`src/rtl/mmio_timer_intc.sv`:
```
// mmio_timer_intc
// Memory-mapped down-counting timer plus a 5-source interrupt pending/mask
// unit. It sits on the core's data-memory bus next to data RAM.
//
// Ports:
//   clk        system clock, rising edge
//   rst        asynchronous active-low reset
//   ce_i       bus access enable
//   we_i       1 = write, 0 = read
//   addr_i     byte address (bits [1:0] ignored, [7:2] select register)
//   sel_i      write byte enables, sel_i[3] covers bits 31:24
//   data_i     write data
//   data_o     read data, combinational (the MEM stage samples it in-cycle)
//   hit_o      ce_i && address inside the 256-byte window, combinational
//   ext_irq_i  asynchronous external interrupt lines, active-high
//   int_o      registered interrupt request to the core (bit 5 always 0)
//
// Register map (word offsets):
//   0x00 CTRL  RW  bit0 EN, bit1 AUTO
//   0x04 LOAD  RW  32-bit reload value; a write also loads COUNT
//   0x08 COUNT RO
//   0x0C PEND  W1C bit0 timer, bits4:1 ext[3:0]
//   0x10 MASK  RW  bits4:0
//   0x14 RAW   RO  bits3:0 synchronized external levels
module mmio_timer_intc #(
    parameter logic [31:0] BASE_ADDR = 32'h1000_0000,
    parameter int unsigned PRESCALE  = 1
) (
    input  logic        clk,
    input  logic        rst,
    input  logic        ce_i,
    input  logic        we_i,
    input  logic [31:0] addr_i,
    input  logic [3:0]  sel_i,
    input  logic [31:0] data_i,
    output logic [31:0] data_o,
    output logic        hit_o,
    input  logic [3:0]  ext_irq_i,
    output logic [5:0]  int_o
);

    localparam logic [5:0]  OFF_CTRL  = 6'h00;
    localparam logic [5:0]  OFF_LOAD  = 6'h01;
    localparam logic [5:0]  OFF_COUNT = 6'h02;
    localparam logic [5:0]  OFF_PEND  = 6'h03;
    localparam logic [5:0]  OFF_MASK  = 6'h04;
    localparam logic [5:0]  OFF_RAW   = 6'h05;
    localparam logic [15:0] PRESC_LAST = 16'(PRESCALE - 1);

    // Architectural state
    logic        ctrl_en_q,   ctrl_en_d;
    logic        ctrl_auto_q, ctrl_auto_d;
    logic [31:0] load_q,      load_d;
    logic [31:0] count_q,     count_d;
    logic [4:0]  pend_q,      pend_d;
    logic [4:0]  mask_q,      mask_d;
    logic [15:0] presc_q,     presc_d;
    logic [4:0]  int_q;

    // External-line synchronizer and edge-detect history
    logic [3:0]  sync1_q;
    logic [3:0]  sync2_q;
    logic [3:0]  ext_dly_q;

    // Bus decode
    logic        hit;
    logic        wr_en;
    logic [5:0]  reg_idx;
    logic        wr_ctrl;
    logic        wr_load;
    logic        wr_pend;
    logic        wr_mask;
    logic [31:0] load_wr_val;

    // Timer / interrupt events
    logic        tick;
    logic        expire;
    logic [3:0]  ext_rise;
    logic [4:0]  pend_set;
    logic [4:0]  pend_clr;

    // Address bits [1:0] carry no meaning for word registers.
    logic        unused_addr_lsb;
    assign unused_addr_lsb = ^addr_i[1:0];

    assign hit     = ce_i && (addr_i[31:8] == BASE_ADDR[31:8]);
    assign hit_o   = hit;
    assign wr_en   = hit && we_i;
    assign reg_idx = addr_i[7:2];

    // CTRL, PEND and MASK only have bits in byte 0, so byte 0's enable gates them.
    assign wr_ctrl = wr_en && (reg_idx == OFF_CTRL) && sel_i[0];
    assign wr_load = wr_en && (reg_idx == OFF_LOAD);
    assign wr_pend = wr_en && (reg_idx == OFF_PEND) && sel_i[0];
    assign wr_mask = wr_en && (reg_idx == OFF_MASK) && sel_i[0];

    // Byte-merged LOAD value; reused to seed COUNT on the same edge.
    for (genvar gi = 0; gi < 4; gi++) begin : g_load_bytes
        assign load_wr_val[8*gi +: 8] = sel_i[gi] ? data_i[8*gi +: 8] : load_q[8*gi +: 8];
    end

    assign tick     = ctrl_en_q && (presc_q == PRESC_LAST);
    assign expire   = tick && (count_q == 32'd1);
    assign ext_rise = sync2_q & ~ext_dly_q;
    assign pend_set = {ext_rise, expire};
    assign pend_clr = wr_pend ? data_i[4:0] : 5'd0;

    always_comb begin
        // Prescaler restarts on a LOAD write and idles at 0 while disabled.
        presc_d = presc_q + 16'd1;
        if (wr_load || !ctrl_en_q || tick) begin
            presc_d = 16'd0;
        end

        // Timer step uses the pre-write EN/AUTO; a COUNT of 0 never expires.
        count_d     = count_q;
        ctrl_en_d   = ctrl_en_q;
        ctrl_auto_d = ctrl_auto_q;
        if (tick && (count_q != 32'd0)) begin
            if (count_q != 32'd1) begin
                count_d = count_q - 32'd1;
            end else if (ctrl_auto_q) begin
                count_d = load_q;
            end else begin
                count_d   = 32'd0;
                ctrl_en_d = 1'b0;
            end
        end

        // Bus writes override the timer's own updates.
        if (wr_load) begin
            count_d = load_wr_val;
        end
        if (wr_ctrl) begin
            ctrl_en_d   = data_i[0];
            ctrl_auto_d = data_i[1];
        end

        load_d = wr_load ? load_wr_val : load_q;
        mask_d = wr_mask ? data_i[4:0] : mask_q;

        // Hardware set beats a software clear landing on the same edge.
        pend_d = (pend_q & ~pend_clr) | pend_set;
    end

    always_ff @(posedge clk or negedge rst) begin
        if (!rst) begin
            ctrl_en_q   <= 1'b0;
            ctrl_auto_q <= 1'b0;
            load_q      <= 32'd0;
            count_q     <= 32'd0;
            pend_q      <= 5'd0;
            mask_q      <= 5'd0;
            presc_q     <= 16'd0;
            int_q       <= 5'd0;
            sync1_q     <= 4'd0;
            sync2_q     <= 4'd0;
            ext_dly_q   <= 4'd0;
        end else begin
            ctrl_en_q   <= ctrl_en_d;
            ctrl_auto_q <= ctrl_auto_d;
            load_q      <= load_d;
            count_q     <= count_d;
            pend_q      <= pend_d;
            mask_q      <= mask_d;
            presc_q     <= presc_d;
            int_q       <= pend_q & mask_q;
            sync1_q     <= ext_irq_i;
            sync2_q     <= sync1_q;
            ext_dly_q   <= sync2_q;
        end
    end

    assign int_o = {1'b0, int_q};

    always_comb begin
        data_o = 32'd0;
        if (hit && !we_i) begin
            case (reg_idx)
                OFF_CTRL:  data_o = {30'd0, ctrl_auto_q, ctrl_en_q};
                OFF_LOAD:  data_o = load_q;
                OFF_COUNT: data_o = count_q;
                OFF_PEND:  data_o = {27'd0, pend_q};
                OFF_MASK:  data_o = {27'd0, mask_q};
                OFF_RAW:   data_o = {28'd0, sync2_q};
                default:   data_o = 32'd0;
            endcase
        end
    end

endmodule

```
`config.mk`:
```
export PLATFORM = sky130hd
export DESIGN_NAME = mmio_timer_intc
export DESIGN_NICKNAME = d
export VERILOG_FILES = /design/src/rtl/mmio_timer_intc.sv
export SDC_FILE = /design/constraint.sdc
export NUM_CORES = 1
export LEC_CHECK = 0
export CAP_MARGIN = 25
export CORE_MARGIN = 3
export CORE_UTILIZATION = 40
export CTS_BUF_LIST = sky130_fd_sc_hd__clkbuf_8 sky130_fd_sc_hd__clkbuf_16
export DETAILED_ROUTE_END_ITERATION = 8
export PLACE_DENSITY = 0.7
export SETUP_SLACK_MARGIN = 0.3
export SLEW_MARGIN = 25
export SYNTH_ARGS = -nofsm -noshare
export SYNTH_HDL_FRONTEND = slang
export SYNTH_SLANG_ARGS = --single-unit
```
`constraint.sdc`:
```
create_clock -name clk -period 5.95 [get_ports clk]
set_clock_uncertainty 0.2 [all_clocks]
set_input_delay 0.8925 -clock clk [delete_from_list [all_inputs] [get_ports clk]]
set_output_delay 0.8925 -clock clk [all_outputs]
set_load 0.03 [all_outputs]
```
== Word-level counts from Yosys, hierarchy flattened ==
Index checks and enable logic that the tools add are counted.
Word-level totals
  bits in latches: 0
  output and inout port bits: 39
  flip-flop bits (word level): 109
  memories: 0
  RAM bits: 0
  logic and storage cells: 68
  bits of input ports: 76
  bits in read-only memories: 0
Cells by class
  multiply operators: 0
  magnitude comparators: 0
  eq/ne operators: 10
  divide/modulo/power cells: 0
  bitwise operators: 6
  reduce and logical (&&, ||, !) cells: 23
  add/sub/neg operators: 2
  shifts and indexed selects: 0
  multiplexer cells: 16
Operators by type and width (number)
  32-bit one-hot mux with 6 select lines: 1
  32-bit 2-to-1 mux: 5
  32-bit by 1-bit == test with 1-bit output (second input constant): 1
  8-bit 2-to-1 mux: 4
  32-bit by 1-bit != test with 1-bit output (second input constant): 1
  32-bit nonzero test: 1
  32-bit by 1-bit subtractor with 32-bit output (second input constant): 1
  24-bit by 21-bit == test with 1-bit output (second input constant): 1
  16-bit by 1-bit adder with 16-bit output (second input constant): 1
  16-bit zero test: 1
  16-bit 2-to-1 mux: 1
  1-bit logical AND: 13
  6-bit by 2-bit == test with 1-bit output (second input constant): 2
  6-bit by 3-bit == test with 1-bit output (second input constant): 2
  5-bit AND: 2
  6-bit by 1-bit == test with 1-bit output (second input constant): 1
  6-bit zero test: 1
  5-bit 2-to-1 mux: 1
  5-bit inverter: 1
  5-bit bitwise OR: 1
  4-bit AND: 1
  1-bit 2-to-1 mux: 4
  4-bit inverter: 1
  2-bit nonzero test: 2
  5 further kinds: 7

== Logic depth before layout (Yosys ltp) ==
Gate-level depths: netlist of the first run.
  depth after elaboration: 9
  depth in mapped cells: 10
  depth with buffers taken out: 8

== Worst setup path before layout of the first run ==
OpenSTA, ideal clock, no wires.
  kind: input to output
  start point: input port addr_i[29]
  end point: output port data_o[2]
  data arrival time: 2.871 ns
  path slack: 1.986 ns
  stages on the path: 7
  buffers on the path: 2
  cells stage by stage: nor4b_1 > and4_1 > and2_1 > clkbuf_1 > nand3_1 > clkbuf_1 > a21oi_1
On the way
  longest elaborated chain between the ends: 4
Ends and longest elaborated chain
  from (decl): line 33  | input logic [31:0] addr_i,
  24-bit by 21-bit == test with 1-bit output: line 86  | assign hit = ce_i && (addr_i[31:8] == BASE_ADDR[31:8]);
  1-bit logical AND: line 86
  net hit_o: line 37  | output logic hit_o,
  1-bit logical AND: line 178  | if (hit && !we_i) begin
  32-bit 2-to-1 mux: line 178
  to (decl): line 36  | output logic [31:0] data_o,
The timed path passes the listed nets, and every way through them passes these cells.

== Final worst setup path of the first run ==
  start point: input port addr_i[29]
  end point: output port data_o[3]
On the way
  longest elaborated chain between the ends: 4
Ends and longest elaborated chain (line)
  24-bit by 21-bit == test with 1-bit output: 86
  1-bit logical AND: 86
  1-bit logical AND: 178
  32-bit 2-to-1 mux: 178
No other way between the ends.

==> qor.yml, run 1 <==
cts:
  clockBufferDepth: 2
  post-cts-setup-buffers: 0
  ctsResizeCount: 0
  cts_inserted_buffers: 9
  htree_levels: 3
  tritoncts: "done"
  clock_latency_ns: 0.36
  cts.sinks: 109
  clk_pin_slew_worst_paths_ns: 0.07
  hold_buffers: 0
  cts_root_buffer: "clkbuf_16"
timing:
  rsz0062_at_grt: "no"
  min_period_ns: 5.118
  worst_pin_slew_ns: 0.9419
  fmax_mhz: 195.4
  final.setup.tns_ns: 0
  period_share_pct: 86.02
  post-route-worst-setup-slack_ns: 0.8318
  setup_viol: 0
  slew_headroom_pct: 37.21
  slew_violations: 0
  hold_viol_final: 0
logic_synthesis:
  synth.area.mux_share_pct: 4.240
  synth_top_area_share_pct: 43.81
  async_flop_share_pct: 100.0
  synth_cells: 707
  ys_types: 60
  synth_edf_count: 0
  synth_top_family_by_area: "simple AND/OR/NAND/NOR gates"
  synth-compound-area-share_pct: 16.46
  synth_adder_area_share_pct: 0.8039
  seq_area_frac_synth_pct: 43.81
  avgSynthCellArea_um2: 8.806
  ys.flop_type: "dfrtp_1"
  yosysWarnings: 0
  synth_xor_area_share_pct: 2.391
  ys_seq_elements: 109
  yosys.area.top_type: "dfrtp_1"
  synth_area_leaders: "dfrtp_1 44%, nand2_1 6.3%, a22oi_1 4.5%, nor2_1 4.5%, nand3_1 3.0%"
  yosys.area_share.simple_pct: 28.62
  synth.net_count: 787
  syn_area_mm2: 0.006226
global_routing:
  grt_pass1_wl_um: 30350
  grt-busiest-layer: "met2"
  met3_usage_pct: 5.122
  first_global_vias: 5966
  met2_usage_pct: 36.63
  track_usage_pct: 22.20
  antenna_found_initial: 0
  grt_max_degree: 74
  use_met1_pct: 29.61
  grt_remaining_overflow: 0
worst_setup_path:
  path_cells: "clkdlybuf4s50_1 > nor4b_1 > and4_1 > and2_1 > nand3_1 > buf_4 > a21oi_1 > clkdlybuf4s50_1"
  crit_fanout: 22
  crit_required_ns: 4.86
  crit_family: "buffers and inverters"
  start_kind: "primary input"
  worstPathArrival_ns: 4.03
  critical_path_class: "primary input to output port"
  slowest_stage: "clkdlybuf4s50_1"
  cp_common_cell: "clkdlybuf4s50_1"
  r2r_setup_slack_ns: 2.35
  critPathMaxStageDelay_ns: 0.71
  endpoint_kind: "output port"
  crit_buf_inv: 3
power_and_ir_drop:
  leakagePower_uw: 0.003307
  ir_drop_mv: 0.1471
  power_uw: 1432
  p_per_area_mw_per_mm2: 183.9
routing:
  drt-vias-per-instance: 5.989
  drc: 0
  dr_total_vias: 5911
  wl_per_cell_um: 18.82
  first_iter_violations: 521
  dr.pass1.iters: 6
  wl_um: 18580
  ant_nets: 0
cells_and_area:
  final_cell_mix: "110 x clkdlybuf4s50_1, 109 x dfrtp_1, 104 x nand2_1, 74 x nor2_1"
  utilization_pct: 52.41
  nets: 878
  drive_gt1_share_pct: 7.098
  area_growth_pct: 25.12
  antennaDiodeCount: 0
  layout_commonest_cell: "clkdlybuf4s50_1"
floorplanning:
  rows: 44
  dieArea_mm2: 0.01710
  ioPinCount: 115
  start_util_pct: 41.89
  die_w_um: 130.8
  core_area_mm2: 0.01486
  die-height_um: 130.8
flow_run:
  maxCapViolations: 0
min_path:
  hp-class: "flop to flop"
placement:
  io_buffer_count: 111
  place_hpwl_um: 13020
  dp_slack_ns: 0.8283
  globalplace.congestion: 0.8432
run_status:
  outcome: "completed"
-- power breakdown --
part           leakage, uW  total [uW]  internal [uW]  switching, uW
sequential         0.00146         746            744           2.11
clock             0.000142         597            303            294
combinational      0.00171        89.1           49.6           39.6
-- flip-flops by register name, indices dropped and copies added (netlist names) --
name         cells
ctrl_auto_q      1
int_q            5
load_q          32
presc_q         16
pend_q           5
ext_dly_q        4
sync1_q          4
ctrl_en_q        1
mask_q           5
count_q         32
sync2_q          4
-- layer usage --
| layer | vias to the layer above | wire, um |
|---|---|---|
| met1 | 2874 | 8095 |
| met5 | - | 0 |
| met4 | 0 | 229 |
| met2 | 248 | 8902 |
| met3 | 17 | 1351 |
| li1 | 2772 | - |
-- final timing paths --
check | cells after the start | startpoint | endpoint
setup reg to reg | 7 | count_q[28]$_DFFE_PN0P_ | count_q[22]$_DFFE_PN0P_
max in group asynchronous | 2 | rst | mask_q[0]$_DFFE_PN0P_
min in group asynchronous | 1 | rst | load_q[15]$_DFFE_PN0P_
hold reg to reg | 0 | sync1_q[2]$_DFF_PN0_ | sync2_q[2]$_DFF_PN0_
setup / recovery | 8 | addr_i[29] | data_o[3]
hold / removal | 0 | sync1_q[2]$_DFF_PN0_ | sync2_q[2]$_DFF_PN0_
-- cell usage after synthesis, types with 6 or more instances --
cell and count:
dfrtp_1 109, nand2_1 104, nor2_1 74, a22oi_1 37, nand3_1 37, clkbuf_1 32
o21ai_0 31, nor3_1 28, nor4_1 23, a21oi_1 15, and2_1 15, xor2_1 14
and3_1 12, inv_1 12, mux2_2 11, o211ai_1 10, a221oi_1 9, nor4b_1 9
a21o_1 8, o21ai_1 8, and4_1 7, a31oi_1 6, buf_2 6, nand4_1 6
or4_1 6
-- per-stage QoR --
step / instance area, um^2 / hold slack (ns) / cells
6_report: 7790 / 0.1552 / 987
2_1_floorplan: 6226 / 0.1312 / 707
4_1_cts: 7751 / 0.1574 / 985
5_1_grt: 7790 / 0.1643 / 987
3_5_place_dp: 7462 / 0.1404 / 969
3_3_place_gp: 7462 / 0.1318 / 969
-- cell families (layout without fill, tap and decap cells) --
logic type | after synthesis | count (layout)
flops | 109 | 109
xor+xnor | 17 | 17
other cells | 1 | 1
fa+ha+maj | 4 | 4
mux | 20 | 20
compound gates | 149 | 149
simple gates | 352 | 352
buf+inv | 55 | 151
-- layout make-up --
class | count | area, um^2
Timing Repair Buffer | 123 | 1222
Clock inverter | 6 | 50.05
Tap cell | 184 | 230.2
Fill cell | 1352 | 7074
Clock buffer | 10 | 239.0
Multi-Input combinational cell | 543 | 3276
Sequential cell | 109 | 2728
Inverter | 12 | 45.04
Power figures use the tool's default switching activity.
==> run 2, diff against run 1 <==
CORE_MARGIN = 8   (was 3)
CTS_CLUSTER_SIZE = 16   (was unset)
==> run 2 against run 1 <==
  * Cell count is 0.10% higher
  * Global-route usage decreased by 3.4 points
  * Clock-buffer cell count is 1 lower
  * Clock power shrank 5.2%
  * Combinational power fell by 3.0%
  * Via count decreased by 2.7%
  * Flip-flop and latch count unchanged
  * Critical path type unchanged
==> qor.yml, run 2 (synthesis results as in run 1) <==
routing:
  wl_um: 18140  # -2.4%
  ant_nets: 0  # unchanged
  dr.pass1.iters: 5  # -1
  first_iter_violations: 415  # -20%
  drc: 0  # unchanged
  drt-vias-per-instance: 5.821  # -2.8%
  dr_total_vias: 5751  # -2.7%
  wl_per_cell_um: 18.36  # -2.5%
timing:
  fmax_mhz: 202.3  # +3.5%
  min_period_ns: 4.944  # -0.1745 ns
  hold_viol_final: 0  # unchanged
  final.setup.tns_ns: 0  # unchanged
  period_share_pct: 83.09  # -2.9 points
  fin_hold_ws_ns: 0.1516  # -0.003597 ns
  worst_pin_slew_ns: 0.8434  # -0.09850 ns
  setup_viol: 0  # unchanged
  slew_headroom_pct: 43.56  # +6.4 points
  rsz0062_at_grt: "no"
  slew_violations: 0  # unchanged
cells_and_area:
  area_growth_pct: 24.46
  nets: 877  # -0.11%
  layout_commonest_cell: "clkdlybuf4s50_1"
  reg_top3: "count_q (32), load_q (32), presc_q (16)"
  antennaDiodeCount: 0  # unchanged
  drive_gt1_share_pct: 6.750  # -0.35 points
  num-fill-cells: 1427  # +5.5%
  final_cell_area_mm2: 0.007749  # -0.53%
  final_cell_mix: "110 x clkdlybuf4s50_1, 109 x dfrtp_1, 104 x nand2_1, 74 x nor2_1"
worst_setup_path:
  crit_required_ns: 4.86  # about the same
  worstPathArrival_ns: 3.85  # -0.18 ns
  crit_fanout: 25  # +14%
  reg2reg_from: "count_q[28]$_DFFE_PN0P_"
  r2r_setup_slack_ns: 2.53  # +0.18 ns
  endpoint_kind: "output port"
  start_kind: "primary input"
  rr_endpoint: "count_q[19]$_DFFE_PN0P_"
  reg2reg_depth: 7  # unchanged
  critical_path_class: "primary input to output port"
min_path:
  min_to: "sync2_q[2]$_DFF_PN0_"
  min_path_cells: 0  # unchanged
  hp-start: "sync1_q[2]$_DFF_PN0_"
  hp-class: "flop to flop"
flow_run:
  maxCapViolations: 0  # unchanged
placement:
  place_area_mm2: 0.007478  # +0.22%
  place_hpwl_um: 12810  # -1.6%
  io_buffer_count: 111  # unchanged
  globalplace.congestion: 0.8223  # -2.5%
global_routing:
  grt_remaining_overflow: 0  # unchanged
  track_usage_pct: 18.77  # -3.4 points
  grt_max_degree: 83  # +12%
  grt_pass1_wl_um: 30410  # +0.20%
  first_global_vias: 5708  # -4.3%
  antenna_found_initial: 0  # unchanged
floorplanning:
  die-height_um: 140.8  # +7.6%
  dieArea_mm2: 0.01981  # +16%
  die_w_um: 140.8  # +7.6%
  core_area_mm2: 0.01520  # +2.3%
  start_util_pct: 40.95  # -0.93 points
  rows: 45  # +2.3%
  ioPinCount: 115  # unchanged
cts:
  clock_latency_ns: 0.35  # about the same
  clockBufferDepth: 2  # unchanged
  tritoncts: "done"
  hold_buffers: 0  # unchanged
  htree_levels: 3  # unchanged
  clk_pin_slew_worst_paths_ns: 0.07  # about the same
  cts_inserted_buffers: 9  # unchanged
  post-cts-setup-buffers: 0  # unchanged
  cts.sinks: 109  # unchanged
  ctsResizeCount: 0  # unchanged
  cts_root_buffer: "clkbuf_16"
power_and_ir_drop:
  leakagePower_uw: 0.003283  # -0.72%
  power_uw: 1399  # -2.3%
  ir_drop_mv: 0.1580  # +7.4%
  p_per_area_mw_per_mm2: 180.6  # -1.8%
run_status:
  outcome: "completed"
==> run 2: cell count changes in the layout (fill, tap and decap cells not counted) <==
cell,previous run,this run
clkinv_4,0,1
clkinv_2,1,0
clkbuf_8,1,0
inv_6,3,2
buf_16,1,0
==> run 2: worst max-delay path, cell delays in order <==
cell and delay (ns):
clkdlybuf4s50_1 0.43, nor4_1 0.56, and3b_1 0.50, buf_4 0.39, a22oi_1 0.15, nor2_1 0.20
clkdlybuf4s50_1 0.72
==> run 2: report_power, final <==
group          switching, uW  internal, uW  total (uW)  leakage [uW]
Sequential              2.15           744         746       0.00146
Clock                    280           286         566      0.000130
Combinational           38.6          47.8        86.4       0.00169
==> run 2: routing by layer <==
layer	global-route usage (%)	share of wire, %
met1	25.72	46
met2	30.12	47
met3	3.680	6.0
met4	3.959	1.0
met5	0	0
==> run 2: area by class of cell <==
cell class	instances	area [um^2]	area share, %
repair buffers	122	1195	15.42
well taps	188	235.2	3.036
inverters	12	45.04	0.5813
multi-input cells	543	3276	42.27
flip-flops and latches	109	2728	35.20
clock inverters	5	45.04	0.5813
clock buffers	9	225.2	2.907
==> run 2: worst max path at each step <==
stage / startpoint / endpoint / slack, ns
after floorplan: addr_i[29] / data_o[2] / 1.99
after global placement: addr_i[3] / data_o[31] / 1.09
after detailed placement: addr_i[3] / data_o[31] / 1.08
after CTS: addr_i[3] / data_o[31] / 1.06
after global routing: addr_i[3] / data_o[31] / 0.90
final: addr_i[3] / data_o[31] / 1.01
==> run 2: per-stage QoR <==
stage,worst slack [ns],util [%],std cells
3_3_place_gp,1.086,49.17,974
6_report,1.006,50.97,988
4_1_cts,1.060,50.97,988
3_5_place_dp,1.076,49.19,974
2_1_floorplan,1.986,-,707
5_1_grt,0.8962,50.97,988
